## src/rtl/midi_rx.sv

```systemverilog
// ---------------------------------------------------------------------------
// midi_rx -- MIDI (31250 baud, 8N1, LSB first) serial byte receiver.
//
// A free-running divider produces one oversample tick every OVS_MODULO
// enabled clock cycles (16 ticks per bit). A five-state FSM finds the start
// bit, confirms it at mid-bit, samples each data bit at the middle of its
// bit cell and checks the stop bit. A good frame updates DATA and DISP and
// pulses DV. A bad stop bit pulses FERR, and the receiver then waits for
// the line to go idle again.
//
// Parameters
//   OVS_MODULO  clock cycles per oversample tick (default 100 at 50 MHz)
//   W           width of the tick-divider counter, 2**W >= OVS_MODULO
//
// Ports
//   CLK   in   system clock; every register uses the rising edge
//   CLR   in   synchronous active-high reset; overrides CE
//   CE    in   clock enable; when low all receiver state holds
//   RXD   in   asynchronous serial line, idle high
//   DATA  out  last correctly framed byte
//   DV    out  one-cycle strobe, DATA/DISP updated this cycle
//   FERR  out  one-cycle strobe, framing error and byte discarded
//   DISP  out  held copy of DATA for the 7-segment stage
// ---------------------------------------------------------------------------
module midi_rx #(
  parameter int unsigned OVS_MODULO = 100,
  parameter int unsigned W          = 7
) (
  input  logic       CLK,
  input  logic       CLR,
  input  logic       CE,
  input  logic       RXD,
  output logic [7:0] DATA,
  output logic       DV,
  output logic       FERR,
  output logic [7:0] DISP
);

  typedef enum logic [2:0] {
    ST_IDLE,
    ST_START,
    ST_DATA,
    ST_STOP,
    ST_WAIT_IDLE
  } state_e;

  localparam logic [W-1:0] DIV_LAST  = W'(OVS_MODULO - 1);
  localparam logic [3:0]   MID_START = 4'd7;   // 8th tick = middle of start bit
  localparam logic [3:0]   BIT_LAST  = 4'd15;  // 16th tick = one full bit later

  // Synchronizer
  logic         rxd_meta_q;
  logic         rxd_s_q;

  // Tick divider
  logic [W-1:0] div_q, div_d;
  logic         tick;

  // Receiver FSM and datapath
  state_e       state_q, state_d;
  logic [3:0]   cnt_q, cnt_d;
  logic [2:0]   bit_q, bit_d;
  logic [7:0]   shift_q, shift_d;
  logic [7:0]   data_q, data_d;
  logic [7:0]   disp_q, disp_d;
  logic         dv_q, dv_d;
  logic         ferr_q, ferr_d;

  // -------------------------------------------------------------------------
  // Tick divider: free-running, never restarted by the start edge. Because
  // of that the start edge is only seen to within one tick, which the
  // mid-bit sampling absorbs easily.
  // -------------------------------------------------------------------------
  always_comb begin
    // NOTE: give every combinational output a default before any branch,
    // so no path leaves it unassigned and no latch is inferred.
    div_d = div_q;
    tick  = 1'b0;
    if (CE) begin
      if (div_q == DIV_LAST) begin
        div_d = '0;
        tick  = 1'b1;
      end else begin
        div_d = div_q + 1'b1;
      end
    end
  end

  // -------------------------------------------------------------------------
  // Next-state logic. tick already includes CE, so the FSM and the sample
  // counter only move on enabled tick cycles.
  // -------------------------------------------------------------------------
  always_comb begin
    state_d = state_q;
    cnt_d   = cnt_q;
    bit_d   = bit_q;
    shift_d = shift_q;
    data_d  = data_q;
    disp_d  = disp_q;
    dv_d    = 1'b0;
    ferr_d  = 1'b0;

    if (tick) begin
      unique case (state_q)
        ST_IDLE: begin
          // A falling edge only counts here; edges in other states are ignored.
          if (!rxd_s_q) begin
            state_d = ST_START;
            cnt_d   = '0;
          end
        end

        ST_START: begin
          if (cnt_q == MID_START) begin
            if (!rxd_s_q) begin
              state_d = ST_DATA;
              cnt_d   = '0;
              bit_d   = '0;
            end else begin
              // Line went high again before mid-bit: treat it as a glitch.
              state_d = ST_IDLE;
            end
          end else begin
            cnt_d = cnt_q + 4'd1;
          end
        end

        ST_DATA: begin
          if (cnt_q == BIT_LAST) begin
            shift_d[bit_q] = rxd_s_q;
            cnt_d          = '0;
            bit_d          = bit_q + 3'd1;
            if (bit_q == 3'd7) begin
              state_d = ST_STOP;
            end
          end else begin
            cnt_d = cnt_q + 4'd1;
          end
        end

        ST_STOP: begin
          if (cnt_q == BIT_LAST) begin
            cnt_d = '0;
            if (rxd_s_q) begin
              data_d  = shift_q;
              disp_d  = shift_q;
              dv_d    = 1'b1;
              state_d = ST_IDLE;
            end else begin
              ferr_d  = 1'b1;
              state_d = ST_WAIT_IDLE;
            end
          end else begin
            cnt_d = cnt_q + 4'd1;
          end
        end

        ST_WAIT_IDLE: begin
          // A low stop bit may be a break; wait for the line to go idle.
          if (rxd_s_q) begin
            state_d = ST_IDLE;
          end
        end

        default: begin
          state_d = ST_IDLE;
        end
      endcase
    end
  end

  // -------------------------------------------------------------------------
  // State registers. CLR has priority over CE. The two strobes are not held
  // by CE: they fall on the cycle after they rise, so each lasts exactly one
  // clock even when CE is low on that next cycle.
  // -------------------------------------------------------------------------
  always_ff @(posedge CLK) begin
    // NOTE: sequential state uses non-blocking assignments only, so every
    // flop samples the values from before this clock edge.
    if (CLR) begin
      rxd_meta_q <= 1'b1;
      rxd_s_q    <= 1'b1;
      div_q      <= '0;
      state_q    <= ST_IDLE;
      cnt_q      <= '0;
      bit_q      <= '0;
      shift_q    <= '0;
      data_q     <= '0;
      disp_q     <= '0;
      dv_q       <= 1'b0;
      ferr_q     <= 1'b0;
    end else begin
      if (CE) begin
        rxd_meta_q <= RXD;
        rxd_s_q    <= rxd_meta_q;
        div_q      <= div_d;
        state_q    <= state_d;
        cnt_q      <= cnt_d;
        bit_q      <= bit_d;
        shift_q    <= shift_d;
        data_q     <= data_d;
        disp_q     <= disp_d;
      end
      dv_q   <= dv_d;
      ferr_q <= ferr_d;
    end
  end

  assign DATA = data_q;
  assign DISP = disp_q;
  assign DV   = dv_q;
  assign FERR = ferr_q;

endmodule

```

## config.mk

```make
export PLATFORM = sky130hd
export DESIGN_NAME = midi_rx
export DESIGN_NICKNAME = d
export VERILOG_FILES = /design/src/rtl/midi_rx.sv
export SDC_FILE = /design/constraint.sdc
export NUM_CORES = 1
export LEC_CHECK = 0
export CAP_MARGIN = 20
export CELL_PAD_IN_SITES_DETAIL_PLACEMENT = 1
export CELL_PAD_IN_SITES_GLOBAL_PLACEMENT = 1
export CORE_ASPECT_RATIO = 0.5
export CORE_MARGIN = 5
export CORE_UTILIZATION = 45
export CTS_CLUSTER_DIAMETER = 80
export CTS_CLUSTER_SIZE = 30
export DETAILED_ROUTE_END_ITERATION = 12
export GPL_TIMING_DRIVEN = 0
export HOLD_SLACK_MARGIN = 0.06
export MAX_ROUTING_LAYER = met4
export PLACE_DENSITY_LB_ADDON = 0.1
export SLEW_MARGIN = 10
export SYNTH_ARGS = -nofsm -noshare
export SYNTH_HDL_FRONTEND = slang
export SYNTH_SLANG_ARGS = --single-unit
```

## constraint.sdc

```tcl
create_clock -name CLK -period 4.4 [get_ports CLK]
set_clock_uncertainty 0.2 [all_clocks]
set_input_delay 1.32 -clock CLK [delete_from_list [all_inputs] [get_ports CLK]]
set_output_delay 1.32 -clock CLK [all_outputs]
set_load 0.01 [all_outputs]
```

==> results of run 1 <==
==> power groups by stage <==
stage | clock network (uW) | registers, uW | logic, uW
finish | 304 | 340 | 22.2
global route | 328 | 341 | 25.0
CTS | 310 | 340 | 22.4
detailed placement | 0 | 348 | 22.5
global placement | 0 | 348 | 21.2
floorplan | 0 | 348 | 15.6
==> cells in the mapped netlist (2+ instances only) <==
master | count | area [um^2]
dfxtp_1 | 37 | 741
nor2_1 | 28 | 105
nand2_1 | 18 | 67.6
mux2i_1 | 16 | 160
a21oi_1 | 9 | 45.0
buf_4 | 8 | 60.1
nor3_1 | 8 | 40.0
nand3_1 | 7 | 35.0
nand4_1 | 6 | 37.5
clkbuf_1 | 4 | 15.0
ha_1 | 4 | 50.1
nor2b_1 | 4 | 25.0
xnor2_1 | 4 | 35.0
a22o_1 | 3 | 26.3
nand2b_1 | 3 | 18.8
nor3b_1 | 3 | 22.5
o21ai_0 | 3 | 15.0
xor2_1 | 3 | 26.3
buf_2 | 2 | 10.0
buf_6 | 2 | 22.5
inv_1 | 2 | 7.51
nor4_4 | 2 | 42.5
or3_1 | 2 | 12.5
==> metal layers <==
metal  global-route usage  up-vias
met1                0.210      723
met4               0.0340        0
met3               0.0458        2
met5                    -        -
met2                0.296       26
li1                     -      738
==> registers in the layout (all words and copies together), names as in the netlist <==
| register | count |
|---|---|
| div_q | 7 |
| shift_q | 8 |
| bit_q | 3 |
| rxd_s_q | 1 |
| FERR | 1 |
| DV | 1 |
| state_q | 3 |
| rxd_meta_q | 1 |
| cnt_q | 4 |
| DISP | 8 |
==> worst max-delay path, delay by kind of cell <==
kind,cells,cell delay (ps)
buffers and inverters,2,330
multiplexers,1,310
AND/OR/NAND/NOR,3,720
AO/OA/AOI/OAI,1,310
==> cell families after synthesis <==
family,count (synthesis),synth area share
muxes,17,0.0978
buffers and inverters,21,0.0713
adders and majority gates,4,0.0280
xor gates and xnor gates,7,0.0342
AOI/OAI and AO/OA,24,0.0909
DFF,37,0.414
and+or+nand+nor,89,0.264
==> placed cells by master (no fill, tap or decap), drive strengths merged, types with 4 or more instances in the layout <==
cell,netlist,layout
a21oi,9,9
mux2i,16,16
dfxtp,37,37
clkdlybuf4s50,0,19
buf,13,13
nor2b,4,4
xnor2,4,4
ha,4,4
clkbuf,5,12
nand4,6,6
nand2,19,19
nor3,8,8
nand3,7,7
nor2,28,28
==> final cells by class <==
type                            instances  area (um^2)
Tap cell                               54         67.6
Clock inverter                          1         30.0
Timing Repair Buffer                   19          190
Fill cell                             472         1700
Clock buffer                            7         86.3
Multi-Input combinational cell        141          922
Inverter                                3         11.3
Buffer                                 18          116
Sequential cell                        37          741
==> stage by stage <==
step | cells | power (uW)
floorplan | 199 | 363
global placement | 272 | 369
detailed placement | 272 | 370
CTS | 280 | 673
global route | 280 | 694
finish | 280 | 666
==> worst min path at each step <==
stage                     startpoint    endpoint  slack, ps  cells past startpoint
final                     shift_q[0]  shift_q[0]        260                      2
after global routing      shift_q[0]  shift_q[0]        280                      2
after CTS                 shift_q[0]  shift_q[0]        260                      2
after detailed placement  shift_q[0]  shift_q[0]        250                      2
after global placement    shift_q[2]  shift_q[2]        250                      2
after floorplan           shift_q[0]  shift_q[0]        230                      2
==> out/summary.json, run 1 <==
{
  "placement": {
    "finalWeightedCongestion": 0.830,
    "dpl_cell_area_um2": 2050,
    "place_hpwl_um": 2880,
    "place_ws_ps": 1080,
    "io_buffer_count": 19
  },
  "routing": {
    "vias_per_cell": 5.32,
    "drt_drc_violations_left": 0,
    "detail_routed_net_length_per_standard_cell_um": 14.4,
    "met1_length_um": 1980,
    "vias": 1489,
    "wirelength_um": 4040,
    "top_layer_used": "met4",
    "routed-wl-met2_um": 1860,
    "drt.antenna.violating_nets": 0,
    "detail_route.iter0.violations": 24,
    "detailedRoute.firstPassIterationCount": 4,
    "met3_wirelength_um": 188
  },
  "critical_path": {
    "r2r_slack_ps": 1990,
    "worst_setup_path_end_kind": "register",
    "critical_path.slowest_cell": "or2_1",
    "cp_slowest_stage_delay_ps": 310,
    "setup.worst_path.start": "CE",
    "reg2regPathDepth": 6,
    "cp-start-kind": "input pin",
    "r2r-end": "shift_q[7]",
    "critPathMaxFanout": 9,
    "endpoint_arrival_time_on_the_critical_path_ps": 3000,
    "worstSetupPathType": "in2reg",
    "timing.critical_path.to": "state_q[0]",
    "path_cells": "buf_2 > nand4b_1 > or2_1 > buf_6 > a211oi_2 > nand2_2 > mux2_4",
    "cp.required_ps": 4380,
    "worstReg2RegStart": "cnt_q[0]"
  },
  "timing": {
    "finalMaxSlewViolations": 0,
    "fin_setup_tns_ps": 0,
    "report.final.setup_viol": 0,
    "timing_worst_slew_pin_value_ps": 835,
    "holdWs_ps": 255,
    "fin_ws_ps": 1370,
    "maxClockFrequency_mhz": 331,
    "rsz0062_at_grt": "no",
    "timing.final.crit_period_ps": 3030,
    "layout_worst_path_cycle_share": 0.688,
    "finalHoldViolCount": 0,
    "worst_case_headroom_to_the_max_slew_limit": 0.442
  },
  "floorplanning": {
    "placement_rows": 16,
    "die_area_um2": 5420,
    "core_area_um2": 3860,
    "die_height_um": 54.6,
    "ioPinCount": 22,
    "floorplan.initialDensity": 0.463,
    "die_span_in_x_um": 99.2
  },
  "outcome": {
    "outcome": "complete, no violations"
  },
  "cts": {
    "cts_root_buffer": "clkbuf_8",
    "cts_tree": "built",
    "post_cts_setup_driven_buffer_insertion_count": 0,
    "clk-insertion-delay-late_ps": 280,
    "htree_num_levels": 2,
    "hold_buffers": 0,
    "clk_pin_slew_ps": 80,
    "numClockSinks": 37,
    "post_cts_gate_resize_count": 0,
    "clock_tree.buffer_depth": 2,
    "tritoncts.num_buffers": 5
  },
  "grt": {
    "grt_usage": 0.172,
    "first_global_vias": 1461,
    "antenna_found_initial": 0,
    "globalRoute.totalOverflow": 0,
    "first_pass_grt_wire_length_um": 7070,
    "pin_count_of_the_biggest_net_entering_global_routing": 12
  },
  "synth": {
    "synthesis.area_per_instance_um2": 9.00,
    "ys.flop_type": "dfxtp_1",
    "synth-edff-count": 0,
    "seq_area_frac_synth": 0.414,
    "synth_cell_type_count": 44,
    "syn_inst": 199,
    "synth_nets": 207,
    "yosysWarningCount": 0,
    "postSynthRegisterBits": 37,
    "fraction_of_registers_with_async_set_or_reset_after_synthesis": 0,
    "syn-cell-area_um2": 1790
  },
  "hold_path": {
    "min_path_type": "reg2reg"
  },
  "final_layout": {
    "fin_area_um2": 2160,
    "finish.net_count": 233,
    "area_growth_pct": 20.9,
    "layout.core_utilization": 0.560,
    "fraction_of_final_layout_cells_sized_beyond_drive_strength_1": 0.119,
    "number_of_antenna_diodes": 0
  },
  "power": {
    "share_seq_of_total_power": 0.511,
    "worst_voltage_drop_across_the_vdd_grid_mv": 0.202,
    "p_sw_frac": 0.205,
    "p_leak_uw": 0.000838,
    "pwr-share-comb": 0.033,
    "clock_power_share": 0.456,
    "netSwitchingPower_uw": 137,
    "cellPowerDensity_nw_per_um2": 308,
    "internal_power_uw": 530
  },
  "job": {
    "max_cap_violations": 0
  }
}
Power figures use the tool's default switching activity.
==> run 2: changes to the inputs <==
- CORE_UTILIZATION: 45 -> 41
- clock period: 4.4 -> 3.1 ns (I/O delays scaled with it)
==> out/summary.json, run 2 (synthesis gave the netlist of run 1 again) <==
{
  "cts": {
    "clk_pin_slew": {"value": 80, "unit": "ps", "change": "about the same"},
    "hold_buffers": {"value": 0, "change": "unchanged"},
    "cts_tree": {"value": "built", "change": "unchanged"},
    "tritoncts.num_buffers": {"value": 5, "change": "unchanged"},
    "post_cts_setup_driven_buffer_insertion_count": {"value": 0, "change": "unchanged"},
    "htree_num_levels": {"value": 2, "change": "unchanged"},
    "clk-insertion-delay-late": {"value": 300, "unit": "ps", "change": "was 280 ps"},
    "post_cts_gate_resize_count": {"value": 0, "change": "unchanged"},
    "clock_tree.buffer_depth": {"value": 2, "change": "unchanged"},
    "numClockSinks": {"value": 37, "change": "unchanged"},
    "cts_root_buffer": {"value": "clkbuf_8", "change": "unchanged"}
  },
  "timing": {
    "timing.final.crit_period_ps": 2630,
    "report.final.setup_viol": {"value": 0, "change": "unchanged"},
    "finalHoldViolCount": {"value": 0, "change": "unchanged"},
    "maxClockFrequency_mhz": 380,
    "timing_worst_slew_pin_value": {"value": 857, "unit": "ps", "change": "was 835 ps"},
    "layout_worst_path_cycle_share": 0.848,
    "rsz0062_at_grt": {"value": "no", "change": "unchanged"},
    "worst_case_headroom_to_the_max_slew_limit": {"value": 0.428, "change": "was 0.442"},
    "fin_setup_tns": {"value": 0, "unit": "ps", "change": "unchanged"},
    "finalMaxSlewViolations": {"value": 0, "change": "unchanged"}
  },
  "routing": {
    "detail_route.iter0.violations": {"value": 60, "change": "was 24"},
    "wirelength": {"value": 4240, "unit": "um", "change": "was 4040 um"},
    "drt.antenna.violating_nets": {"value": 0, "change": "unchanged"},
    "vias": {"value": 1506, "change": "was 1489"},
    "drt_drc_violations_left": {"value": 0, "change": "unchanged"},
    "detail_routed_net_length_per_standard_cell": {"value": 15.0, "unit": "um", "change": "was 14.4 um"},
    "detailedRoute.firstPassIterationCount": {"value": 4, "change": "unchanged"},
    "vias_per_cell": {"value": 5.32, "change": "about the same"}
  },
  "critical_path": {
    "worstSetupPathType": {"value": "in2reg", "change": "unchanged"},
    "timing.critical_path.to": {"value": "DISP[6]", "change": "was state_q[0]"},
    "cpMostUsedCell": "buf_6",
    "reg2regPathDepth": {"value": 6, "change": "unchanged"},
    "endpoint_arrival_time_on_the_critical_path": {"value": 2620, "unit": "ps", "change": "was 3000 ps"},
    "worstReg2RegStart": {"value": "cnt_q[0]", "change": "unchanged"},
    "path_cells": {"value": "buf_2 > nand4b_1 > or2_1 > buf_6 > nor4_4 > buf_6 > mux2i_1 > nor2_1", "change": "was buf_2 > nand4b_1 > or2_1 > buf_6 > a211oi_2 > nand2_2 > mux2_4"},
    "cp.required": {"value": 3090, "unit": "ps", "change": "was 4380 ps"},
    "critical_path.slowest_cell": {"value": "or2_1", "change": "unchanged"},
    "setup.worst_path.start": {"value": "CE", "change": "unchanged"},
    "r2r_slack": {"value": 670, "unit": "ps", "change": "was 1990 ps"},
    "cp_slowest_stage_delay": {"value": 320, "unit": "ps", "change": "was 310 ps"},
    "critPathMaxFanout": {"value": 9, "change": "unchanged"},
    "cp-start-kind": {"value": "input pin", "change": "unchanged"},
    "worst_setup_path_end_kind": {"value": "register", "change": "unchanged"},
    "r2r-end": {"value": "shift_q[7]", "change": "unchanged"}
  },
  "grt": {
    "pin_count_of_the_biggest_net_entering_global_routing": {"value": 13, "change": "was 12"},
    "grt_usage": {"value": 0.168, "change": "was 0.172"},
    "antenna_found_initial": {"value": 0, "change": "unchanged"},
    "first_global_vias": {"value": 1537, "change": "was 1461"},
    "globalRoute.totalOverflow": {"value": 0, "change": "unchanged"},
    "first_pass_grt_wire_length": {"value": 7410, "unit": "um", "change": "was 7070 um"}
  },
  "final_layout": {
    "multi_input_area": {"value": 922, "unit": "um^2", "change": "unchanged"},
    "final-seq-area": {"value": 741, "unit": "um^2", "change": "unchanged"},
    "finish.net_count": {"value": 233, "change": "unchanged"},
    "number_of_antenna_diodes": {"value": 0, "change": "unchanged"},
    "fraction_of_final_layout_cells_sized_beyond_drive_strength_1": {"value": 0.124, "change": "was 0.119"},
    "layout.cells.most_common_list": {"value": "dfxtp_1, nor2_1, clkdlybuf4s50_1, nand2_1, mux2i_1", "change": "unchanged"},
    "final.fill_count": {"value": 509, "change": "was 472"},
    "final_common_cell": {"value": "dfxtp_1", "change": "unchanged"},
    "area_growth": {"value": 22.1, "unit": "%", "change": "was 20.9%"}
  },
  "floorplanning": {
    "floorplan.initialDensity": {"value": 0.415, "change": "was 0.463"},
    "placement_rows": {"value": 17, "change": "was 16"},
    "die_height": {"value": 56.7, "unit": "um", "change": "was 54.6 um"},
    "core_area": {"value": 4320, "unit": "um^2", "change": "was 3860 um^2"},
    "ioPinCount": {"value": 22, "change": "unchanged"},
    "die_area": {"value": 5870, "unit": "um^2", "change": "was 5420 um^2"},
    "die_span_in_x": {"value": 103, "unit": "um", "change": "was 99.2 um"}
  },
  "outcome": {
    "outcome": {"value": "complete, no violations", "change": "unchanged"}
  },
  "hold_path": {
    "min_path_type": {"value": "reg2reg", "change": "unchanged"}
  },
  "power": {
    "worst_voltage_drop_across_the_vdd_grid": {"value": 0.263, "unit": "mV", "change": "was 0.202 mV"},
    "fin_total_pwr": {"value": 1020, "unit": "uW", "change": "was 666 uW"},
    "p_leak": {"value": 0.000847, "unit": "uW", "change": "was 0.000838 uW"},
    "cellPowerDensity": {"value": 465, "unit": "nW/um^2", "change": "was 308 nW/um^2"}
  },
  "placement": {
    "place_hpwl": {"value": 3130, "unit": "um", "change": "was 2880 um"},
    "finalWeightedCongestion": {"value": 0.844, "change": "was 0.830"},
    "io_buffer_count": {"value": 19, "change": "unchanged"}
  },
  "job": {
    "max_cap_violations": {"value": 0, "change": "unchanged"}
  }
}
[run 2: final cells by class]
class | instances | share of cell area
clock buffers | 5 | 0.0315
clock inverters | 3 | 0.0298
plain buffers | 18 | 0.0532
well taps | 57 | 0.0326
repair buffers | 19 | 0.0870
multi-input cells | 141 | 0.422
flip-flops and latches | 37 | 0.339
inverters | 3 | 0.00515
[run 2: through the flow]
step	hold WS (ps)	cell area [um^2]	instances	utilization	worst slack (ps)
global placement	243	2050	275	0.475	209
detailed placement	257	2050	275	0.475	136
CTS	269	2190	283	0.506	470
global route	273	2190	283	0.506	321
finish	266	2190	283	0.506	472
floorplan	232	1790	199	-	425
[run 2: report_power, final]
part           leakage (uW)  switching, uW  total [uW]  internal [uW]
combinational      0.000480           21.1        31.2           10.1
clock             0.0000681            182         502            320
sequential         0.000299           3.93         483            479
[run 2: worst min path at each step]
stage	slack, ps	to	from	depth (start not counted)
floorplan	230	shift_q[0]	shift_q[0]	2
global placement	240	shift_q[2]	shift_q[2]	2
detailed placement	260	shift_q[2]	shift_q[2]	2
CTS	270	shift_q[2]	shift_q[2]	2
global route	270	shift_q[2]	shift_q[2]	2
finish	270	shift_q[2]	shift_q[2]	2
[run 2: routing by layer]
| metal | vias up | part of all wire | track usage |
|---|---|---|---|
| li1 | 738 | - | - |
| met1 | 722 | 0.46 | 0.203 |
| met2 | 39 | 0.47 | 0.264 |
| met3 | 7 | 0.058 | 0.0447 |
| met4 | 0 | 0.011 | 0.0664 |
| met5 | - | 0 | - |
[run 2: worst max-delay path: cells and delay by family]
kind                   cells  cell delay, ps
and+or+nand+nor            4             930
buffers and inverters      3             530
muxes                      1             210
